--- config.mk ---
export PLATFORM = sky130hd
export DESIGN_NAME = mem_access_ctrl_flat
export DESIGN_NICKNAME = d
export VERILOG_FILES = /design/src/rtl/mem_access_ctrl_if.sv /design/src/rtl/mem_access_ctrl.sv /design/src/flat_wrapper.sv
export SDC_FILE = /design/constraint.sdc
export NUM_CORES = 1
export LEC_CHECK = 0
export ABC_AREA = 1
export CAP_MARGIN = 25
export CORE_MARGIN = 2
export CORE_UTILIZATION = 53
export DETAILED_ROUTE_END_ITERATION = 16
export MAX_ROUTING_LAYER = met4
export PLACE_DENSITY_LB_ADDON = 0.12
export RECOVER_POWER = 25
export SYNTH_ARGS = -nofsm -noshare
export SYNTH_HDL_FRONTEND = slang
export SYNTH_SLANG_ARGS = --single-unit
--- constraint.sdc ---
create_clock -name clk -period 2.4 [get_ports clk]
set_input_delay 0.36 -clock clk [delete_from_list [all_inputs] [get_ports clk]]
set_output_delay 0.36 -clock clk [all_outputs]
set_load 0.05 [all_outputs]
--- src/rtl/mem_access_ctrl_if.sv ---
// rtl/mem_access_ctrl_if.sv - request/response handshake bundle for mem_access_ctrl
`timescale 1ns/1ps
interface mem_access_ctrl_if #(
  parameter int ADDR_WIDTH = 3,
  parameter int DATA_WIDTH = 8
);
  logic                  req_valid;
  logic                  req_ready;
  logic                  req_write;
  logic [ADDR_WIDTH-1:0] req_addr;
  logic [DATA_WIDTH-1:0] req_wdata;
  logic                  rsp_valid;
  logic                  rsp_ready;
  logic [DATA_WIDTH-1:0] rsp_rdata;
  logic [ADDR_WIDTH-1:0] rsp_addr;

  modport master (
    output req_valid, req_write, req_addr, req_wdata, rsp_ready,
    input  req_ready, rsp_valid, rsp_rdata, rsp_addr
  );

  modport slave (
    input  req_valid, req_write, req_addr, req_wdata, rsp_ready,
    output req_ready, rsp_valid, rsp_rdata, rsp_addr
  );
endinterface

--- src/rtl/mem_access_ctrl.sv ---
// rtl/mem_access_ctrl.sv - credit-limited memory request front end with in-order read response FIFO
`timescale 1ns/1ps
module mem_access_ctrl #(
  parameter int ADDR_WIDTH = 3,
  parameter int DATA_WIDTH = 8,
  parameter int MEM_RD_LAT = 1,
  parameter int RSP_DEPTH  = 4,
  parameter int CNT_WIDTH  = 16
) (
  input  logic                  clk,
  input  logic                  reset,
  mem_access_ctrl_if.slave      bus,
  output logic [ADDR_WIDTH-1:0] mem_addr,
  output logic                  mem_wr_en,
  output logic                  mem_rd_en,
  output logic [DATA_WIDTH-1:0] mem_wdata,
  input  logic [DATA_WIDTH-1:0] mem_rdata,
  output logic [CNT_WIDTH-1:0]  rd_count,
  output logic [CNT_WIDTH-1:0]  wr_count
);
  localparam int TAG_LEN = 1 + MEM_RD_LAT;
  localparam int PW      = $clog2(RSP_DEPTH);
  localparam int OW      = $clog2(RSP_DEPTH + TAG_LEN) + 1;

  logic [TAG_LEN-1:0]    r_tag_v;
  logic [ADDR_WIDTH-1:0] r_tag_a [TAG_LEN];
  logic [DATA_WIDTH-1:0] r_fifo_d [RSP_DEPTH];
  logic [ADDR_WIDTH-1:0] r_fifo_a [RSP_DEPTH];
  logic [PW-1:0]         r_wr_ptr;
  logic [PW-1:0]         r_rd_ptr;
  logic [PW:0]           r_count;

  logic [OW-1:0] w_outstanding;
  logic          w_accept;
  logic          w_rd_accept;
  logic          w_push;
  logic          w_pop;

  // Credits cover both reads still in the memory pipeline and responses parked in the FIFO.
  always_comb begin
    w_outstanding = OW'(r_count);
    for (int i = 0; i < TAG_LEN; i++) begin
      w_outstanding = w_outstanding + OW'(r_tag_v[i]);
    end
  end

  assign bus.req_ready = (w_outstanding < OW'(RSP_DEPTH));
  assign w_accept      = bus.req_valid && bus.req_ready;
  assign w_rd_accept   = w_accept && !bus.req_write;
  assign w_push        = r_tag_v[TAG_LEN-1];
  assign bus.rsp_valid = (r_count != '0);
  assign w_pop         = bus.rsp_valid && bus.rsp_ready;
  assign bus.rsp_rdata = bus.rsp_valid ? r_fifo_d[r_rd_ptr] : '0;
  assign bus.rsp_addr  = bus.rsp_valid ? r_fifo_a[r_rd_ptr] : '0;

  always_ff @(posedge clk or posedge reset) begin
    if (reset) begin
      mem_addr  <= '0;
      mem_wdata <= '0;
      mem_wr_en <= 1'b0;
      mem_rd_en <= 1'b0;
    end else begin
      mem_wr_en <= w_accept && bus.req_write;
      mem_rd_en <= w_rd_accept;
      if (w_accept) begin
        mem_addr  <= bus.req_addr;
        mem_wdata <= bus.req_wdata;
      end
    end
  end

  always_ff @(posedge clk or posedge reset) begin
    if (reset) begin
      r_tag_v <= '0;
      for (int i = 0; i < TAG_LEN; i++) r_tag_a[i] <= '0;
    end else begin
      r_tag_v    <= {r_tag_v[TAG_LEN-2:0], w_rd_accept};
      r_tag_a[0] <= bus.req_addr;
      for (int i = 1; i < TAG_LEN; i++) r_tag_a[i] <= r_tag_a[i-1];
    end
  end

  always_ff @(posedge clk) begin
    if (w_push) begin
      r_fifo_d[r_wr_ptr] <= mem_rdata;
      r_fifo_a[r_wr_ptr] <= r_tag_a[TAG_LEN-1];
    end
  end

  always_ff @(posedge clk or posedge reset) begin
    if (reset) begin
      r_wr_ptr <= '0;
      r_rd_ptr <= '0;
      r_count  <= '0;
    end else begin
      if (w_push) r_wr_ptr <= r_wr_ptr + PW'(1);
      if (w_pop)  r_rd_ptr <= r_rd_ptr + PW'(1);
      case ({w_push, w_pop})
        2'b10:   r_count <= r_count + (PW+1)'(1);
        2'b01:   r_count <= r_count - (PW+1)'(1);
        default: r_count <= r_count;
      endcase
    end
  end

  always_ff @(posedge clk or posedge reset) begin
    if (reset) begin
      rd_count <= '0;
      wr_count <= '0;
    end else begin
      if (w_rd_accept && (rd_count != '1))
        rd_count <= rd_count + CNT_WIDTH'(1);
      if (w_accept && bus.req_write && (wr_count != '1))
        wr_count <= wr_count + CNT_WIDTH'(1);
    end
  end
endmodule

--- src/flat_wrapper.sv ---
// flat-port wrapper written by rule: the top's interface ports become plain ports
module mem_access_ctrl_flat 
#(
  parameter int ADDR_WIDTH = 3,
  parameter int DATA_WIDTH = 8,
  parameter int MEM_RD_LAT = 1,
  parameter int RSP_DEPTH  = 4,
  parameter int CNT_WIDTH  = 16
)
  (clk, reset, mem_addr, mem_wr_en, mem_rd_en, mem_wdata, mem_rdata, rd_count, wr_count, bus_req_valid, bus_req_write, bus_req_addr, bus_req_wdata, bus_rsp_ready, bus_req_ready, bus_rsp_valid, bus_rsp_rdata, bus_rsp_addr);
  mem_access_ctrl_if #(.ADDR_WIDTH(ADDR_WIDTH), .DATA_WIDTH(DATA_WIDTH)) bus_i ();
  input  logic clk;
  input  logic reset;
  output logic [ADDR_WIDTH-1:0] mem_addr;
  output logic mem_wr_en;
  output logic mem_rd_en;
  output logic [DATA_WIDTH-1:0] mem_wdata;
  input  logic [DATA_WIDTH-1:0] mem_rdata;
  output logic [CNT_WIDTH-1:0] rd_count;
  output logic [CNT_WIDTH-1:0] wr_count;
  input wire logic [$bits(bus_i.req_valid)-1:0] bus_req_valid;
  input wire logic [$bits(bus_i.req_write)-1:0] bus_req_write;
  input wire logic [$bits(bus_i.req_addr)-1:0] bus_req_addr;
  input wire logic [$bits(bus_i.req_wdata)-1:0] bus_req_wdata;
  input wire logic [$bits(bus_i.rsp_ready)-1:0] bus_rsp_ready;
  output wire logic [$bits(bus_i.req_ready)-1:0] bus_req_ready;
  output wire logic [$bits(bus_i.rsp_valid)-1:0] bus_rsp_valid;
  output wire logic [$bits(bus_i.rsp_rdata)-1:0] bus_rsp_rdata;
  output wire logic [$bits(bus_i.rsp_addr)-1:0] bus_rsp_addr;
  assign bus_i.req_valid = bus_req_valid;
  assign bus_i.req_write = bus_req_write;
  assign bus_i.req_addr = bus_req_addr;
  assign bus_i.req_wdata = bus_req_wdata;
  assign bus_i.rsp_ready = bus_rsp_ready;
  assign bus_req_ready = bus_i.req_ready;
  assign bus_rsp_valid = bus_i.rsp_valid;
  assign bus_rsp_rdata = bus_i.rsp_rdata;
  assign bus_rsp_addr = bus_i.rsp_addr;
  mem_access_ctrl #(.ADDR_WIDTH(ADDR_WIDTH), .DATA_WIDTH(DATA_WIDTH), .MEM_RD_LAT(MEM_RD_LAT), .RSP_DEPTH(RSP_DEPTH), .CNT_WIDTH(CNT_WIDTH)) u_core (.clk(clk), .reset(reset), .bus(bus_i), .mem_addr(mem_addr), .mem_wr_en(mem_wr_en), .mem_rd_en(mem_rd_en), .mem_wdata(mem_wdata), .mem_rdata(mem_rdata), .rd_count(rd_count), .wr_count(wr_count));
endmodule
* After elaboration in Yosys (flattened, before gate mapping)
Memory sizes are Yosys's and may differ from the RTL's.
Cells that the tools add are included.
** Operators by class
- Eq/ne operators :: 4
- Reductions and logical operators :: 9
- Add/subtract/negate cells :: 8
- Magnitude comparators :: 1
- Multiplexer cells :: 5
** Operator list (number)
- $add A16 B1 Y16 const B :: 2
- $ne A16 B16 Y1 const B :: 2
- $mux W8 :: 1
- $logic_and A1 B1 Y1 :: 6
- $pmux W3 S2 :: 1
- $add A2 B1 Y2 const B :: 2
- $add A3 B1 Y4 :: 1
- $add A4 B1 Y4 :: 1
- $lt A4 B3 Y1 const B :: 1
- $add A3 B1 Y3 const B :: 1
- $mux W3 :: 1
- $reduce_bool A3 Y1 :: 1
- $sub A3 B1 Y3 const B :: 1
- $eq A2 B1 Y1 const B :: 1
- $eq A2 B2 Y1 const B :: 1
- $mux W1 :: 2
- $reduce_bool A2 Y1 :: 1
- $logic_not A1 Y1 :: 1
** Word-level totals
- Flip-flop bits (word level) :: 60
- Memories :: 2
- Output and inout bits :: 58
- Bits of input ports :: 24
- Word-level logic and storage cells :: 41
- Bits in writable memories :: 44
** Memories
- u_core.r_fifo_d :: words 4, bits a word 8, read ports 1, clocked after Yosys merged registers in 0, write ports 1, line mem_access_ctrl.sv:27 : logic [DATA_WIDTH-1:0] r_fifo_d [RSP_DEPTH];
- u_core.r_fifo_a :: words 4, bits a word 3, read ports 1, clocked after Yosys merged registers in 0, write ports 1, line mem_access_ctrl.sv:28 : logic [ADDR_WIDTH-1:0] r_fifo_a [RSP_DEPTH];

* Longest topological paths before layout
- Word-level depth :: 6
- Gate-level depth with buffers :: 10
- Depth with buffers taken out :: 9

* Worst setup path before layout
No wires, ideal clock.
- Path type :: reg-to-output
- Start :: register u_core.r_rd_ptr[0]
- End :: output port bus_rsp_rdata[0]
- Data required time :: 2040 ps
- Stages on the path, launching flop included :: 7
- Arrival time :: 1721 ps
- Buffers on the path :: 2
- Setup slack :: 319 ps
- Cell sequence :: dfrtp_1 -> clkbuf_1 -> buf_2 -> nor2_1 -> nor2_1 -> o21ai_0 -> a21oi_1
** Between the ends
- Word-level cells in the longest chain between the ends :: 2
** RTL lines
- start: declaration :: line mem_access_ctrl.sv:30 : logic [PW-1:0] r_rd_ptr;
- start signal: assignment :: line mem_access_ctrl.sv:97 : if (w_pop) r_rd_ptr <= r_rd_ptr + PW'(1);
- $mem_v2 Z4 W8
- $mux W8 :: line mem_access_ctrl.sv:53 : assign bus.rsp_rdata = bus.rsp_valid ? r_fifo_d[r_rd_ptr] : '0;
- end: declaration :: line flat_wrapper.sv:28 : output wire logic [$bits(bus_i.rsp_rdata)-1:0] bus_rsp_rdata;
No other way between the ends.

* Worst setup path after layout
- Start :: register u_core.r_rd_ptr[0]
- End :: output port bus_rsp_addr[1]
** Between the ends
- Word-level cells in the longest chain between the ends :: 2
** RTL lines
- $mem_v2 Z4 W3
- $mux W3 :: line mem_access_ctrl.sv:54 : assign bus.rsp_addr = bus.rsp_valid ? r_fifo_a[r_rd_ptr] : '0;
- end: declaration :: line flat_wrapper.sv:29 : output wire logic [$bits(bus_i.rsp_addr)-1:0] bus_rsp_addr;
No other way between the ends.

==> metrics list <==
- The die covers 9850 sq um.
- Data required, critical path: 2.04 ns
* Layout overhead on the synthesized area: 23.2%
- Number of max-capacitance violations reported: 0
- Fill count: 714
* Power density normalized to cell area: 1080 nW/um^2
- Number of storage elements in the synthesis netlist: 103
- Top fanout value on the critical path: 22
- Transition time at the pin with the least slew margin: 0.776 ns
- DRC marker count from the first detailed-route iteration: 120
- Final hold slack: 0.357 ns
* DRC violation count after routing: 0
- The hold violation total from the final report is 0.
- Ys flop type: sky130_fd_sc_hd__dfrtp_1
* Vias in the first global route: 3,675
- The total area inside the core boundary comes to 8760 sq um.
* Main combinational cell family by area after synthesis: simple AND/OR/NAND/NOR gates
- Crit path arrival time: 1.77 ns
- Final worst-path cycle share: 88.6%
- Setup total negative slack on the finished layout was measured at 0 ns.
- Number of input and output port buffers inserted: 81
- Total number of vias: 3,809
- Post-CTS Setup Inserts: 0
* Drt first pass iters: 4
- After global routing the overflow that remains totals 0.
* Clock sinks: 103
- Mux cell area share after synthesis: 0%
- Yosys mapped the design onto 22 distinct sky130hd cell types.
- Total CTS buffers: 9
* Status: finished clean
- Power share of the sequential group: 37.2%
* Initial antenna violation count: 0
- Tightest slew margin relative to the limit: 48.2%
- The slowest stage of the critical path belongs to the cell sky130_fd_sc_hd__dfrtp_2.
- Gate count of the mapped netlist: 546
- Async set or reset register ratio after synthesis: 57.3%
* Number of enable-type register cells in the synthesized netlist: 44
- Setup repair after global routing left no endpoint under its margin.
- Global routing used 22.0% of the available tracks.
- The count of nets left with antenna violations once routing finished came out at 0.
* Max-slew violation count: 0
- Setup violations remaining at the end of the flow were counted as 0.
- Hpwl dp: 7150 microns
- Fraction of the mapped netlist area in simple logic gates: 26.3%
- Hold/Removal Path Class: flip-flop to flip-flop
- Based on the critical path, the design can be clocked at up to 470 MHz.
* Initial standard-cell utilization of the core: 54.9%
- On the worst path, the slowest cell contributes a delay of 0.52 ns.
- For this design the total switching power over the nets is 2.95 mW.
- Type of origin of the critical path: flip-flop
- The tree is rooted in a sky130_fd_sc_hd__clkbuf_8.
- Yosys printed 0 warnings.
* LEAKAGE: 2.57 nW
- Synth area leader: sky130_fd_sc_hd__dfrtp_1
- The cell area that synthesis handed to floorplanning was 4810 sq um.
- The critical path in this run is classified as flip-flop to output pin.
- Clock transition at the registers of the reported paths: 0.09 ns
* Area share of xor/xnor cells in the synthesized design: 3.46%
- The number of antenna diodes in the final layout is 0.
* Routability congestion estimate from global placement: 0.851
* Die Span Y: 99.2 microns
- Adder and majority cell fraction of the synthesized area: 2.50%
- Combinational logic is responsible for 47.2% of the overall power.
* Clock Power Share: 15.6%
- Net switching is 45.9% of the power.
- The worst-case IR drop observed on VDD is 603 uV.
* Compound-gate portion of the synthesized area: 4.79%
- Cell Int Power: 3.47 mW
* Most common library cells after synthesis: sky130_fd_sc_hd__nand2_1 (196), sky130_fd_sc_hd__nor2_1 (78), sky130_fd_sc_hd__dfrtp_1 (59), sky130_fd_sc_hd__edfxtp_1 (44), sky130_fd_sc_hd__inv_1 (36)
- The first global-routing pass estimated 16,700 microns of wire.
- Buffers from clock root to sink, at most: 2
* Power after layout: 6.42 mW
- Num rows: 34
- Setup crit end kind: output pin
- Largest net degree at the start of global routing: 27
- TritonCTS built the clock tree.
- Period minus WS final: 2.13 ns
- In this run the horizontal extent of the chip is 99.2 microns.
- The H-tree was split into 3 levels.
- Number of nets in the final layout: 665
- Sequential-to-total area share from yosys stat: 58.2%
* Mean Syn Cell Area: 8.80 sq um
* Most common cell in the synthesized netlist: sky130_fd_sc_hd__nand2_1
* Overall routed net length: 10,100 microns
- Of the post-synthesis cell area, the dominant cell type holds 30.7%.
- Yosys attributes the largest share of cell area to sky130_fd_sc_hd__dfrtp_1 (31%), sky130_fd_sc_hd__edfxtp_1 (27%), sky130_fd_sc_hd__nand2_1 (15%).
- Dividing the detail-routed wire length by the instance count gives 13.5 microns.
* Syn nets: 579
- Layout cells sized above 1: 8.32%
* Number of top-level pins: 82
- The clock arrives with 0.00991 ns of skew.
- Skew-Pair Late Insertion Delay: 0.36 ns
- Critical-path cell list: inv_2 > o21ai_0 > a21oi_1 > buf_4
* Post-DR vias/cell: 5.11
layout make-up:
type,instances,area [sq um],area share [%]
inverters,40,150,2.54
repair buffers,91,878,14.8
flip-flops and latches,103,2800,47.3
clock buffers,10,128,2.16
well taps,108,135,2.28
multi-input cells,387,1780,30.0
clock inverters,6,52.6,0.887
cells in the final DEF (no fill, tap or decap), types with 3 or more instances in the layout:
cell and instances:
sky130_fd_sc_hd__a21oi_1 13, sky130_fd_sc_hd__o21ai_0 33, sky130_fd_sc_hd__nand2_2 3, sky130_fd_sc_hd__buf_4 21, sky130_fd_sc_hd__inv_2 4, sky130_fd_sc_hd__ha_1 8, sky130_fd_sc_hd__clkdlybuf4s50_1 56, sky130_fd_sc_hd__xor2_1 10
sky130_fd_sc_hd__inv_1 36, sky130_fd_sc_hd__nand4_1 9, sky130_fd_sc_hd__clkbuf_8 9, sky130_fd_sc_hd__nor2_1 78, sky130_fd_sc_hd__dlygate4sd3_1 12, sky130_fd_sc_hd__nand2_1 196, sky130_fd_sc_hd__nor2_2 4, sky130_fd_sc_hd__xnor2_1 9
sky130_fd_sc_hd__nand3_1 19, sky130_fd_sc_hd__edfxtp_1 44, sky130_fd_sc_hd__inv_6 3, sky130_fd_sc_hd__dfrtp_1 58
per-stage QoR:
step,cells,utilization (%),area [sq um],setup slack (ns)
floorplan,546,-,4810,0.319
global placement,729,65.5,5740,0.302
detailed placement,729,65.5,5740,0.254
CTS,745,67.6,5920,0.117
global route,745,67.6,5920,0.113
finish,745,67.6,5920,0.273
cell families after synthesis:
kind of cell	Yosys count
simple gates	313
flops	103
buf+inv	56
compound gates	46
xor+xnor	19
fa+ha+maj	9
final timing paths:
path,slack [ns],end,start,depth (start not counted)
worst max-delay path,0.27,bus_rsp_addr[1],u_core.r_rd_ptr[0],4
worst min-delay path,0.36,u_core.r_tag_a[1],u_core.r_tag_a[4],0
worst max register to register,0.52,u_core.wr_count[13],u_core.r_tag_v[1],9
worst min register to register,0.36,u_core.r_tag_a[1],u_core.r_tag_a[4],0
max in group asynchronous,1.10,u_core.r_rd_ptr[0],reset,3
min in group asynchronous,0.57,u_core.wr_count[8],reset,2
metal layers:
layer / track usage [%] / wire length (microns) / up-vias
met5: - / 0 / -
met4: 8.96 / 159 / 0
met3: 3.37 / 426 / 15
met2: 36.6 / 5070 / 89
met1: 27.1 / 4420 / 1794
li1: - / - / 1911
registers in the layout (all words and copies together), names as in the netlist:
register / count
u_core.mem_addr: 3
u_core.r_tag_a: 6
u_core.rd_count: 16
u_core.r_tag_v: 2
u_core.r_count: 3
u_core.mem_wdata: 8
u_core.r_fifo_d: 32
u_core.r_rd_ptr: 2
u_core.r_fifo_a: 12
u_core.r_wr_ptr: 2
u_core.mem_wr_en: 1
u_core.wr_count: 16
repair_timing:
| item | CTS | global route |
|---|---|---|
| hold buffers | 0 | 0 |
| setup endpoints to repair | 0 | 3 |
| resized for setup | 0 | 1 |
power groups by stage:
stage                     clock network [mW]  logic, mW  registers, mW
after floorplan                            0       1.61           2.87
after detailed placement                   0       3.04           2.41
final                                   1.00       3.03           2.39
after CTS                               1.03       3.06           2.38
after global routing                    1.11       3.26           2.43
after global placement                     0       2.98           2.40
worst max-delay path, delay by kind of cell (launching register included):
kind	cells	cell delay (ns)
DFF	1	0.52
buffers and inverters	2	0.51
AOI/OAI and AO/OA	2	0.37
Note: power is estimated with default switching activity, not from simulation.
